## config.mk

```make
export PLATFORM = sky130hd
export DESIGN_NAME = sad_min_tracker
export DESIGN_NICKNAME = d
export VERILOG_FILES = /design/src/rtl/sad_pkg.sv /design/src/rtl/pixel_absdiff.sv /design/src/rtl/sad_min_tracker.sv
export SDC_FILE = /design/constraint.sdc
export NUM_CORES = 1
export LEC_CHECK = 0
export BUFFER_PORTS_ARGS = -buffer_cell sky130_fd_sc_hd__buf_2
export CORE_MARGIN = 4
export CORE_UTILIZATION = 53
export CTS_CLUSTER_DIAMETER = 150
export DETAILED_ROUTE_END_ITERATION = 12
export GPL_TIMING_DRIVEN = 1
export PLACE_DENSITY_LB_ADDON = 0.2
export SLEW_MARGIN = 40
export SYNTH_ARGS = -nofsm -noshare
export SYNTH_HDL_FRONTEND = slang
export SYNTH_SLANG_ARGS = --single-unit
```

## constraint.sdc

```tcl
create_clock -name clk -period 4.5 [get_ports clk]
set_input_delay 0 -clock clk [delete_from_list [all_inputs] [get_ports clk]]
set_output_delay 0 -clock clk [all_outputs]
set_load 0.005 [all_outputs]
```

## src/rtl/sad_pkg.sv

```systemverilog
// rtl/sad_pkg.sv - shared state enum and width helpers for the SAD minimum tracker.
package sad_pkg;

  typedef enum logic [1:0] {
    ACCUM = 2'd0,
    DRAIN = 2'd1,
    HOLD  = 2'd2
  } sad_state_e;

  function automatic int sad_w(input int width, input int win_pixels);
    return width + $clog2(win_pixels);
  endfunction

  function automatic int idx_w(input int cand_num);
    return $clog2(cand_num);
  endfunction

endpackage

```

## src/rtl/pixel_absdiff.sv

```systemverilog
// rtl/pixel_absdiff.sv - combinational unsigned |a-b| for one pixel pair.
module pixel_absdiff #(
  parameter int width = 5
) (
  input  logic [width-1:0] a,
  input  logic [width-1:0] b,
  output logic [width-1:0] d
);

  assign d = (a > b) ? (a - b) : (b - a);

endmodule

```

## src/rtl/sad_min_tracker.sv

```systemverilog
// rtl/sad_min_tracker.sv - streaming SAD matcher reporting the minimum-SAD candidate.
// SAD_REG_ABS_EN: register |a-b| (with valid/last/index tag) ahead of the accumulator.
module sad_min_tracker
  import sad_pkg::*;
#(
  parameter int width      = 5,
  parameter int win_pixels = 64,
  parameter int cand_num   = 16
) (
  input  logic                                  clk,
  input  logic                                  rst_n,
  input  logic                                  s_valid,
  output logic                                  s_ready,
  input  logic [width-1:0]                      s_a,
  input  logic [width-1:0]                      s_b,
  output logic                                  m_valid,
  input  logic                                  m_ready,
  output logic [idx_w(cand_num)-1:0]            m_idx,
  output logic [sad_w(width, win_pixels)-1:0]   m_sad
);

  localparam int SW = sad_w(width, win_pixels);
  localparam int IW = idx_w(cand_num);
  localparam int PW = $clog2(win_pixels);

  sad_state_e      state_q, state_d;
  logic            s_ready_q, s_ready_d;
  logic            m_valid_q, m_valid_d;
  logic [PW-1:0]   pix_cnt_q, pix_cnt_d;
  logic [IW-1:0]   cand_cnt_q, cand_cnt_d;
  logic [SW-1:0]   acc_q, acc_d;
  logic [SW-1:0]   min_sad_q, min_sad_d;
  logic [IW-1:0]   min_idx_q, min_idx_d;

  logic [width-1:0] abs_diff;
  logic             accept, last_pix, last_cand;
  logic             c_valid, c_last;
  logic [width-1:0] c_abs;
  logic [IW-1:0]    c_idx;
  logic [SW-1:0]    win_sad;

  pixel_absdiff #(.width(width)) u_absdiff (
    .a(s_a),
    .b(s_b),
    .d(abs_diff)
  );

  assign accept    = s_valid && s_ready_q;
  assign last_pix  = (pix_cnt_q == PW'(win_pixels - 1));
  assign last_cand = (cand_cnt_q == IW'(cand_num - 1));

`ifdef SAD_REG_ABS_EN
  logic             stg_valid_q, stg_last_q;
  logic [width-1:0] stg_abs_q;
  logic [IW-1:0]    stg_idx_q;

  always_ff @(posedge clk or negedge rst_n) begin
    if (!rst_n) begin
      stg_valid_q <= 1'b0;
      stg_last_q  <= 1'b0;
      stg_abs_q   <= '0;
      stg_idx_q   <= '0;
    end else begin
      stg_valid_q <= accept;
      stg_last_q  <= accept && last_pix;
      stg_abs_q   <= abs_diff;
      stg_idx_q   <= cand_cnt_q;
    end
  end

  assign c_valid = stg_valid_q;
  assign c_last  = stg_last_q;
  assign c_abs   = stg_abs_q;
  assign c_idx   = stg_idx_q;
`else
  assign c_valid = accept;
  assign c_last  = last_pix;
  assign c_abs   = abs_diff;
  assign c_idx   = cand_cnt_q;
`endif

  assign win_sad = acc_q + {{PW{1'b0}}, c_abs};

  always_comb begin
    state_d    = state_q;
    s_ready_d  = s_ready_q;
    m_valid_d  = m_valid_q;
    pix_cnt_d  = pix_cnt_q;
    cand_cnt_d = cand_cnt_q;
    acc_d      = acc_q;
    min_sad_d  = min_sad_q;
    min_idx_d  = min_idx_q;

    if (accept) begin
      if (last_pix) begin
        pix_cnt_d  = '0;
        cand_cnt_d = last_cand ? '0 : cand_cnt_q + 1'b1;
      end else begin
        pix_cnt_d = pix_cnt_q + 1'b1;
      end
    end

    // Strict less-than keeps the lower index on ties; candidate 0 seeds the minimum.
    if (c_valid) begin
      if (c_last) begin
        acc_d = '0;
        if (c_idx == '0 || win_sad < min_sad_q) begin
          min_sad_d = win_sad;
          min_idx_d = c_idx;
        end
      end else begin
        acc_d = win_sad;
      end
    end

    case (state_q)
      ACCUM: begin
        s_ready_d = 1'b1;
        if (accept && last_pix && last_cand) begin
          s_ready_d = 1'b0;
`ifdef SAD_REG_ABS_EN
          state_d   = DRAIN;
`else
          state_d   = HOLD;
          m_valid_d = 1'b1;
`endif
        end
      end
      DRAIN: begin
        state_d   = HOLD;
        m_valid_d = 1'b1;
      end
      HOLD: begin
        if (m_ready) begin
          state_d    = ACCUM;
          s_ready_d  = 1'b1;
          m_valid_d  = 1'b0;
          pix_cnt_d  = '0;
          cand_cnt_d = '0;
          acc_d      = '0;
          min_sad_d  = '0;
          min_idx_d  = '0;
        end
      end
      default: begin
        state_d   = ACCUM;
        s_ready_d = 1'b0;
        m_valid_d = 1'b0;
      end
    endcase
  end

  always_ff @(posedge clk or negedge rst_n) begin
    if (!rst_n) begin
      state_q    <= ACCUM;
      s_ready_q  <= 1'b0;
      m_valid_q  <= 1'b0;
      pix_cnt_q  <= '0;
      cand_cnt_q <= '0;
      acc_q      <= '0;
      min_sad_q  <= '0;
      min_idx_q  <= '0;
    end else begin
      state_q    <= state_d;
      s_ready_q  <= s_ready_d;
      m_valid_q  <= m_valid_d;
      pix_cnt_q  <= pix_cnt_d;
      cand_cnt_q <= cand_cnt_d;
      acc_q      <= acc_d;
      min_sad_q  <= min_sad_d;
      min_idx_q  <= min_idx_d;
    end
  end

  assign s_ready = s_ready_q;
  assign m_valid = m_valid_q;
  assign m_idx   = min_idx_q;
  assign m_sad   = min_sad_q;

endmodule

```

# After elaboration in Yosys (flattened, before gate mapping)
# Cells that the tools add are included.
# word_totals
register_bits	40
inputBits	14
wordCells	63
# classes
n_eq_ne	6
n_reduce_logical	8
magnitude_cmp	2
bitwise	1
mux	33
addsub	5
# ops
op	count
11-bit two-way mux	9
4-bit two-way mux	10
6-bit two-way mux	4
11-bit by 5-bit adder with 11-bit output	1
11-bit less-than comparator	1
5-bit subtractor	2
6-bit by 1-bit adder with 6-bit output (second input constant)	1
6-bit == test (second input constant)	1
1-bit one-hot mux with 3 select lines	2
2-bit one-hot mux with 3 select lines	1
5-bit > comparator	1
5-bit two-way mux	1
4-bit by 1-bit adder with 4-bit output (second input constant)	1
4-bit == test (second input constant)	1
4-bit zero test	1
1-bit two-way mux	4
2-bit two-way mux	2
2-bit != test (second input constant)	2
2-bit AND reduction	2
1-bit logical AND	3
2-bit by 1-bit == test with 1-bit output (second input constant)	1
2-bit == test (second input constant)	1
2-bit zero test	1
1-bit logical OR	1
1-bit inverter	1

# Longest topological paths before layout
# Gate-level depths: netlist (run 1).
# depth
word_depth	10
depth_mapped	22

# Modules after synthesis
# Synthesis (run 1) repeated with hierarchy kept, for this count alone.
# hier_totals
cells_unflattened	300
area_unflattened_um2	2713.9
# by_module_without_submodules
module	cells_per_inst	area_per_inst_um2	instances
sad_min_tracker	239	2234.6	1
pixel_absdiff	61	479.2	1

# Worst setup path before layout (run 1)
# OpenSTA, ideal clock, no wires.
# synth_path
path_type	input to register
from	input s_a[1]
to	register min_sad_q[4] (netlist: m_sad[4])
required_ns	4.421
n_path_buf	2
arrival_time_ns	3.916
setup_slack_ns	0.505
cell_stages	19
cell_sequence	inv_1 > ha_1 > nor2b_1 > o31a_1 > o31a_1 > mux2_4 > ha_1 > a211oi_1 > nor2_1 > a41o_1 > or2_1 > ha_1 > a21oi_1 > o22ai_1 > a211oi_2 > o21a_1 > buf_6 > buf_12 > mux2i_1
# synth_between
elab_chain_cells	10
word_cells_on_any_way	12
cone_classes	add/sub (3); order compare (2); mux (6); reduce/logical (1)
# synth_lines
element	line_no	text
start: declaration	sad_min_tracker.sv:14	input logic [width-1:0] s_a,
5-bit subtractor / 5-bit > comparator (equally long branches)	pixel_absdiff.sv:10	assign d = (a > b) ? (a - b) : (b - a);
5-bit two-way mux (*)	pixel_absdiff.sv:10	
11-bit by 5-bit adder with 11-bit output (*)	sad_min_tracker.sv:82	assign win_sad = acc_q + {{PW{1'b0}}, c_abs};
11-bit less-than comparator	sad_min_tracker.sv:107	if (c_idx == '0 || win_sad < min_sad_q) begin
1-bit logical OR	sad_min_tracker.sv:107	
11-bit two-way mux (*)	sad_min_tracker.sv:107	
11-bit two-way mux (*)	sad_min_tracker.sv:105	if (c_last) begin
11-bit two-way mux (*)	sad_min_tracker.sv:104	if (c_valid) begin
11-bit two-way mux	sad_min_tracker.sv:134	if (m_ready) begin
11-bit two-way mux (*)	sad_min_tracker.sv:116	case (state_q)
via min_sad_d[4]	sad_min_tracker.sv:32	logic [SW-1:0] min_sad_q, min_sad_d;
end signal: assignment	sad_min_tracker.sv:170	min_sad_q <= min_sad_d;
end: declaration	sad_min_tracker.sv:32	
# The timed path passes the listed nets; every way through them passes the cells marked *.
# A chain may end at the register's enable or synchronous reset.

# Final worst setup path (run 1)
# layout_path
from	input s_a[1]
to	register min_sad_q[10] (netlist: m_sad[10])
# Same word-level chain as after synthesis.

==> impl_summary.md, run 1 <==
Run status
The run finished with clean final reports.

Setup path
The worst setup path is captured at a register. The longest individual stage delay on the worst path is 0.34 ns. By startpoint and endpoint, the worst setup path is classified as in2reg. The origin of the critical flop-to-flop path is acc_q[0]$_DFF_PN0_.

The endpoint of the worst setup timing path is m_sad[10]$_DFF_PN0_. STA classifies the critical path startpoint as an input pin. The endpoint required time on the critical path is 4.71 ns.

STA puts the critical path data arrival time at 4.22 ns. The cell repeated most along the worst path is ha_1. The worst reg-to-reg path cell count is 14. The worst register-to-register path ends at m_sad[10]$_DFF_PN0_. For this design, the slowest cell found on the critical path is mux2_4. The critical path starts at s_a[1]. The biggest fanout along the worst timing path is 15. Across all register-to-register paths, the minimum setup slack is 1.08 ns. The signal on the critical path passes through buf_2 > inv_1 > ha_1 > nor2b_1 > o31a_1 > o31a_1 > mux2_4 > ha_1 > a211oi_1 > nor2_1 > a41o_1 > or2_1 > ha_1 > a21oi_1 > o22ai_1 > a211oi_2 > o21a_1 > buf_12 > mux2i_1.

Placement
The post-placement cell area is 3160 µm². The final weighted congestion in routability-driven placement is 0.800. Once detailed placement completed, the half-perimeter wirelength came to 4.83 mm. The count of buffers from port buffering is 30. The minimum setup slack after placement is 0.180 ns. The number of cells after detailed placement is 421.

Clocking
TritonCTS built the clock tree. The number of instances resized during post-cts repair is 0. The TritonCTS sink count is 38. Clock-pin slew was measured on the worst setup and hold paths at 0.07 ns. The number of buffers added by the clock tree synthesis step is 5. The depth of the CTS H-tree is 2. Clock tree synthesis selected as its root buffer the cell clkbuf_8. The maximum count of clock buffers along a single path is 2. For the worst-skew pair, the clock arrives at the later sink with an insertion delay of 0.29 ns.

Synth
The number of flip-flops and latches in the synthesized netlist is 38. In this run, distinct cell masters in the synthesized netlist total 61. The number of nets produced by synthesis is 374. After synthesis, the most frequently instantiated cells are 38 x dfrtp_1, 37 x nand2_1, 33 x inv_1. In this run the cell area of the synthesized design comes to 2960 µm². The post-synthesis cell type with the largest combined area is dfrtp_1. Synthesis handed over a netlist of 330 instances. The average cell area after synthesis is 8.98 µm².

Of all flip-flops after synthesis, the portion carrying an async set or reset was 100%. Of the post-synthesis cell area, the dominant cell type holds 32.1%. Sorting the synthesized cells by area gives the leading types as dfrtp_1 32%, ha_1 11%, mux2i_1 5.1%, nand2_1 4.7%, inv_1 4.2%. Summing the sequential cell areas from Yosys gives 32.1% of the chip area.

The number of synthesized flops with an enable pin is 0. The most common cell in the netlist is dfrtp_1. In the synthesized netlist the dominant register cell turns out to be dfrtp_1.

The count of warnings emitted by yosys is 0.

Layout
The number of nets in the finished design is 403. The number of antenna diodes is 0. After routing the design area is 3260 µm². Of the cells placed in the final design, the portion with a size suffix greater than 1 is 15.9%. The area growth from synthesis to layout is 9.96%. Once layout is complete, the cells apart from fillers number 429. After filler insertion, the fill cell instance count of the layout stands at 492.

Floorplan
The total I/O pin count is 31. The floorplan step set the die height to 82.8 µm. The floorplan step set the die width to 82.8 µm. The effective utilization at floorplan is 56.2%. In this run the standard cell core region covers 5270 µm².

The die covers 6850 µm². In this run the core area contains 26 standard-cell rows.

Timing
The clock arrives with 0.00629 ns of skew. In the finished design, the share of the clock period the worst path needs comes to 89.3%. Setup violations remaining at the end of the flow were counted as 0. The achievable clock frequency is 249 MHz. Setup repair after global routing left no endpoint under its margin. For the pin with the worst max-slew slack, the measured transition is 0.758 ns.

Subtracting the final worst setup slack from the clock period gives 4.02 ns. The worst path meets setup with 0.484 ns of slack. The final sum of negative setup slack is 0 ns. The relative max-transition margin is 49.3%. The number of slew-limit violations in the final report was 0.

The count of endpoints failing hold in the final timing report is 0.

Drt
The DRC marker count from the first detailed-route iteration is 170. For this block, the via count after detailed routing is 2457. The first detailed-routing pass ran for 4 iterations.

The total wirelength of the detailed-routed design is 6.46 mm. The count of nets left with antenna violations once routing finished came out at 0. The average routed wire per standard cell is 15.1 µm.

Dividing the detail-routed via count by the number of cells gives 5.73. The post-detailed-route DRC marker count is 0.

Pwr
The highest ir drop seen on vdd is 0.000315 V. The leakage power is 1.54 nW. The ratio of total power to cell area is 534 nW/µm².

Flow run
Max-cap violations in this run came to 0.

GRT
The number of antenna violations at the first check in global routing is 0. After global routing the overflow that remains totals 0. The via count of the first global-routing pass came to 2439. The largest net degree at the start of global routing is 39.

The first global-routing pass estimated 11.3 mm of wire. The aggregate global-route resource usage is 21.1%.

Hold path
The type of the worst min-delay path is in2reg.
==> critical path, delay by kind of cell <==
kind                       cells  cell delay, ns
adders and majority gates      3            0.92
buffers and inverters          3            0.35
muxes                          2            0.55
and+or+nand+nor                3            0.55
AOI/OAI and AO/OA              8            1.84
==> how the worst min path moves through the flow <==
stage / slack [ns] / start / cells past startpoint / to
3_3_place_gp: 0.15 / rst_n / 1 / m_sad[10]$_DFF_PN0_
4_1_cts: 0.02 / m_ready / 3 / m_valid$_DFFE_PN0P_
3_5_place_dp: -0.001 / rst_n / 1 / m_sad[3]$_DFF_PN0_
6_report: 0.03 / m_ready / 3 / m_valid$_DFFE_PN0P_
5_1_grt: 0.05 / m_ready / 3 / m_valid$_DFFE_PN0P_
2_1_floorplan: -0.30 / rst_n / 0 / acc_q[0]$_DFF_PN0_
==> power by group <==
group / switching, mW / internal, mW
clock: 0.122 / 0.104
sequential: 0.0871 / 0.414
combinational: 0.574 / 0.439
total: 0.783 / 0.957
==> final cells by class <==
class                           instances  area (µm²)  area share (%)
Clock buffer                            5        68.8            2.11
Clock inverter                          2        10.0           0.307
Inverter                               34         128            3.92
Multi-Input combinational cell        243        1790            55.0
Sequential cell                        38         951            29.2
Tap cell                               70        87.6            2.69
Timing Repair Buffer                   37         220            6.76
==> metrics by stage <==
step,power (mW),hold WS [ns],util [%]
after floorplan,1.26,-0.296,-
after global routing,1.92,0.0522,61.8
after CTS,1.75,0.0180,61.7
final,1.74,0.0331,61.8
after detailed placement,1.51,-0.00121,60.0
after global placement,1.48,0.150,59.9
==> metal layers <==
metal	vias up	share of wire [%]	global-route usage [%]
met5	-	0	0
met4	0	0.57	5.56
met3	6	3.4	3.46
met2	44	49	35.4
met1	1172	47	28.3
li1	1235	-	-
==> sequential cells by signal (all words and copies together), names as in the netlist <==
register,flops
acc_q,11
m_sad,11
pix_cnt_q,6
c_idx,4
m_idx,4
m_valid,1
s_ready,1
==> cells in the final DEF, fill, tap and decap left out, types with 4 or more instances in the layout <==
master / netlist / final
dfrtp_1: 38 / 38
nand2_1: 37 / 36
inv_1: 33 / 33
buf_2: 4 / 29
ha_1: 27 / 27
nor2_1: 22 / 22
a21oi_1: 19 / 19
mux2i_1: 15 / 15
o21ai_1: 10 / 10
o21a_1: 8 / 8
nand4_1: 6 / 6
xor2_1: 6 / 6
nand3_1: 6 / 6
o2111ai_1: 6 / 6
buf_4: 0 / 6
a21o_1: 5 / 5
and2_1: 5 / 5
o21ai_0: 5 / 5
a22oi_1: 5 / 5
clkbuf_8: 0 / 5
nor2b_1: 4 / 4
o31ai_1: 4 / 4
==> what timing repair did <==
item	4_1_cts	5_1_grt
setup buffers	0	0
hold buffers	1	0
endpoints found under the setup margin	0	0
hold endpoints to repair	38	0
==> cells by family after synthesis <==
logic type,share of synthesized area (%)
AND/OR/NAND/NOR,16.9
AO/OA/AOI/OAI,21.6
buffers and inverters,7.68
multiplexers,5.95
XOR/XNOR,2.36
adder cells (fa/ha/maj),13.4
flip-flops,32.1
Note: power is estimated with default switching activity, not from simulation.
==> inputs of run 2 (changes only) <==
Settings changed: REMOVE_ABC_BUFFERS set to 1.
==> run 2 against run 1 <==
Net effect:
- register-to-register slack worse by 0.09 ns
- clock power rose by 35%
- critical path depth increased by 1
- core utilization is 0.33 points higher
- total power up 3.5%
==> impl_summary.md, run 2 (synthesis results as in run 1) <==
Setup path
The endpoint required time on the critical path was 4.72 ns (about the same). The data arrival time of the critical path is 4.34 ns (+0.12 ns). The element type at the critical path end is a register. The biggest fanout along the worst timing path is 15 (unchanged). STA classifies the critical path startpoint as an input pin.

The kind of critical path is in2reg.

Clocking
The depth of the CTS H-tree is 2 (unchanged). The number of buffers added by the clock tree synthesis step is 5 (unchanged). CTS placed an instance of clkbuf_8 at the clock tree root. TritonCTS built the clock tree. The clock insertion delay at the later pin of the skew report was 0.30 ns (about the same). The TritonCTS sink count is 38 (unchanged). The total setup buffers inserted after CTS came to 0 (unchanged). The maximum count of clock buffers along a single path is 2 (unchanged). The clock-pin slew of the registers on the worst-case setup and hold paths is 0.08 ns (about the same).

Placement
The final weighted congestion in routability-driven placement came to 0.841 (+5.1%). The half-perimeter wire length after detailed placement is 4.71 mm (-2.4%). The minimum setup slack after placement was 0.103 ns (-0.0766 ns).

The count of buffers from port buffering was 30 (unchanged).

GRT
The largest net degree at the start of global routing was 39 (unchanged). The number of antenna violations at the first check in global routing is 0 (unchanged). The aggregate global-route resource usage is 20.5% (-0.68 points). The global-route wire length before repair is 11.0 mm (-3.0%). The via count of the first global-routing pass is 2433 (-0.25%). The remaining global-route overflow is 0 (unchanged).

Drt
The total wirelength of the detailed-routed design is 6.45 mm (-0.17%). The post-detailed-route DRC marker count is 0 (unchanged). The remaining antenna violation count is 0 (unchanged). The average routed wire per standard cell is 15.1 µm (about the same). The via count normalized by instance count was 5.73 (about the same). The DRC marker count from the first detailed-route iteration is 135 (-21%). The via count is 2452 (-0.20%). The number of iterations in the first detailed-routing pass is 4 (unchanged).

Timing
The final clock period utilization by the worst path is 91.6% (+2.4 points). The final setup violation count was 0 (unchanged). The number of slew-limit violations in the final report is 0 (unchanged). The count of endpoints failing hold in the final timing report came to 0 (unchanged). The final sum of negative setup slack came to 0 ns (unchanged). The final worst setup slack was 0.376 ns (-0.108 ns). The achievable clock frequency was 242 MHz (-2.6%). The relative max-transition margin is 46.7% (-2.6 points). The worst-margin pin slew came to 0.797 ns (+0.0395 ns). Setup repair after global routing left no endpoint under its margin. The maximum clock skew at final layout is 0.00994 ns (+0.00364 ns). The shortest period the worst path allows was 4.12 ns (+0.108 ns).

Layout
The layout filler cell count is 466 (-5.3%). The number of nets in the finished design came to 402 (-0.25%). The combined area of the multi-input logic cells came to 1800 µm² (about the same). The most common library cell in the layout ignoring fill and taps is dfrtp_1. Leaving out fill and tap cells, the most frequent cells in the layout are 38 x dfrtp_1, 36 x nand2_1, 33 x inv_1. The storage element area is 951 µm² (unchanged). The number of antenna diodes is 0 (unchanged). Compared with the post-synthesis result, the final layout area differs by 10.6%. The fraction of layout instances using a drive strength above 1 is 15.6% (-0.23 points).

Floorplan
The total I/O pin count is 31 (unchanged). The effective utilization at floorplan came to 56.2% (unchanged). The placeable core area is 5270 µm² (unchanged). The number of cell rows came to 26 (unchanged). The die footprint was 6850 µm² (unchanged). The die boundary width is 82.8 µm (unchanged). The height of the die came to 82.8 µm (unchanged).

Pwr
The switching share of power was 43.2% (-1.8 points). The fraction of power consumed by the clock network is 17.0% (+4.0 points). The leakage power is 1.55 nW (+0.36%). The relative contribution of sequential cells to total power was 27.8% (-1.0 points). The power spent charging and discharging nets is 777 µW (-0.72%). The highest ir drop seen on vdd is 0.000234 V (-26%). The ratio of total power to cell area is 549 nW/µm² (+2.9%).

The part of the power in combinational logic is 55.2% (-3.0 points). The cell-internal power was 1.02 mW (+6.9%).

Flow run
The number of max-cap violations is 0 (unchanged).

Hold path
The path class of the tightest hold or removal check is in2reg.

Run status
The flow ran to the end, and the final reports show no timing, DRC or antenna violations.
[run 2: worst paths after layout]
kind	cells past startpoint	slack [ns]	endpoint	from
worst min-delay path	4	0.19	pix_cnt_q[1]$_DFF_PN0_	s_valid
max in group asynchronous	2	3.94	acc_q[1]$_DFF_PN0_	rst_n
worst min register to register	2	0.53	m_idx[0]$_DFF_PN0_	m_idx[0]$_DFF_PN0_
worst max-delay path	20	0.38	m_sad[4]$_DFF_PN0_	s_a[1]
worst max register to register	14	0.99	m_sad[4]$_DFF_PN0_	acc_q[0]$_DFF_PN0_
min in group asynchronous	2	0.21	m_sad[4]$_DFF_PN0_	rst_n
[run 2: repair_timing]
action | CTS | global route
gates resized for setup | 0 | 0
endpoints found under the hold margin | 39 | 0
hold buffers | 2 | 0
[run 2: metal layers]
metal,routed length (µm),track usage (%),part of all wire [%]
met4,62,4.41,0.96
met5,0,0,0
met1,3090,26.8,48
met2,3080,35.2,48
met3,217,3.78,3.4
[run 2: per-stage QoR]
step	hold slack (ns)	power (mW)	instances	area [µm²]	utilization, %
after floorplan	-0.296	1.24	315	2860	-
after global placement	0.149	1.47	419	3130	59.4
after detailed placement	0.000455	1.49	419	3140	59.5
after CTS	0.185	1.80	428	3270	62.0
after global routing	0.226	1.95	428	3280	62.2
final	0.188	1.80	428	3280	62.2
[run 2: worst max-delay path, stage by stage]
cell	delay (ns)
buf_2	0.12
inv_1	0.08
ha_1	0.32
nor2b_1	0.15
o31a_1	0.23
o31a_1	0.33
mux2i_1	0.23
xnor2_1	0.12
ha_1	0.38
nor2b_1	0.35
o31ai_4	0.14
a31o_2	0.28
or2_1	0.22
ha_1	0.26
o21ai_1	0.12
a21oi_1	0.10
o21ai_2	0.24
o21a_1	0.17
buf_4	0.25
mux2i_1	0.23
[run 2: layout make-up]
type / count / area share, %
clock inverter: 1 / 0.916
sequential: 38 / 29.0
inverter: 34 / 3.89
clock buffer: 6 / 2.52
tap: 70 / 2.67
timing repair buffer: 36 / 6.19
multi-input combinational: 243 / 54.8
[run 2: power groups by stage]
stage	Sequential (mW)	Clock [mW]	Combinational [mW]
after floorplan	0.482	0	0.761
after global placement	0.501	0	0.967
after detailed placement	0.506	0	0.982
after CTS	0.500	0.309	0.992
after global routing	0.514	0.324	1.12
final	0.501	0.305	0.993
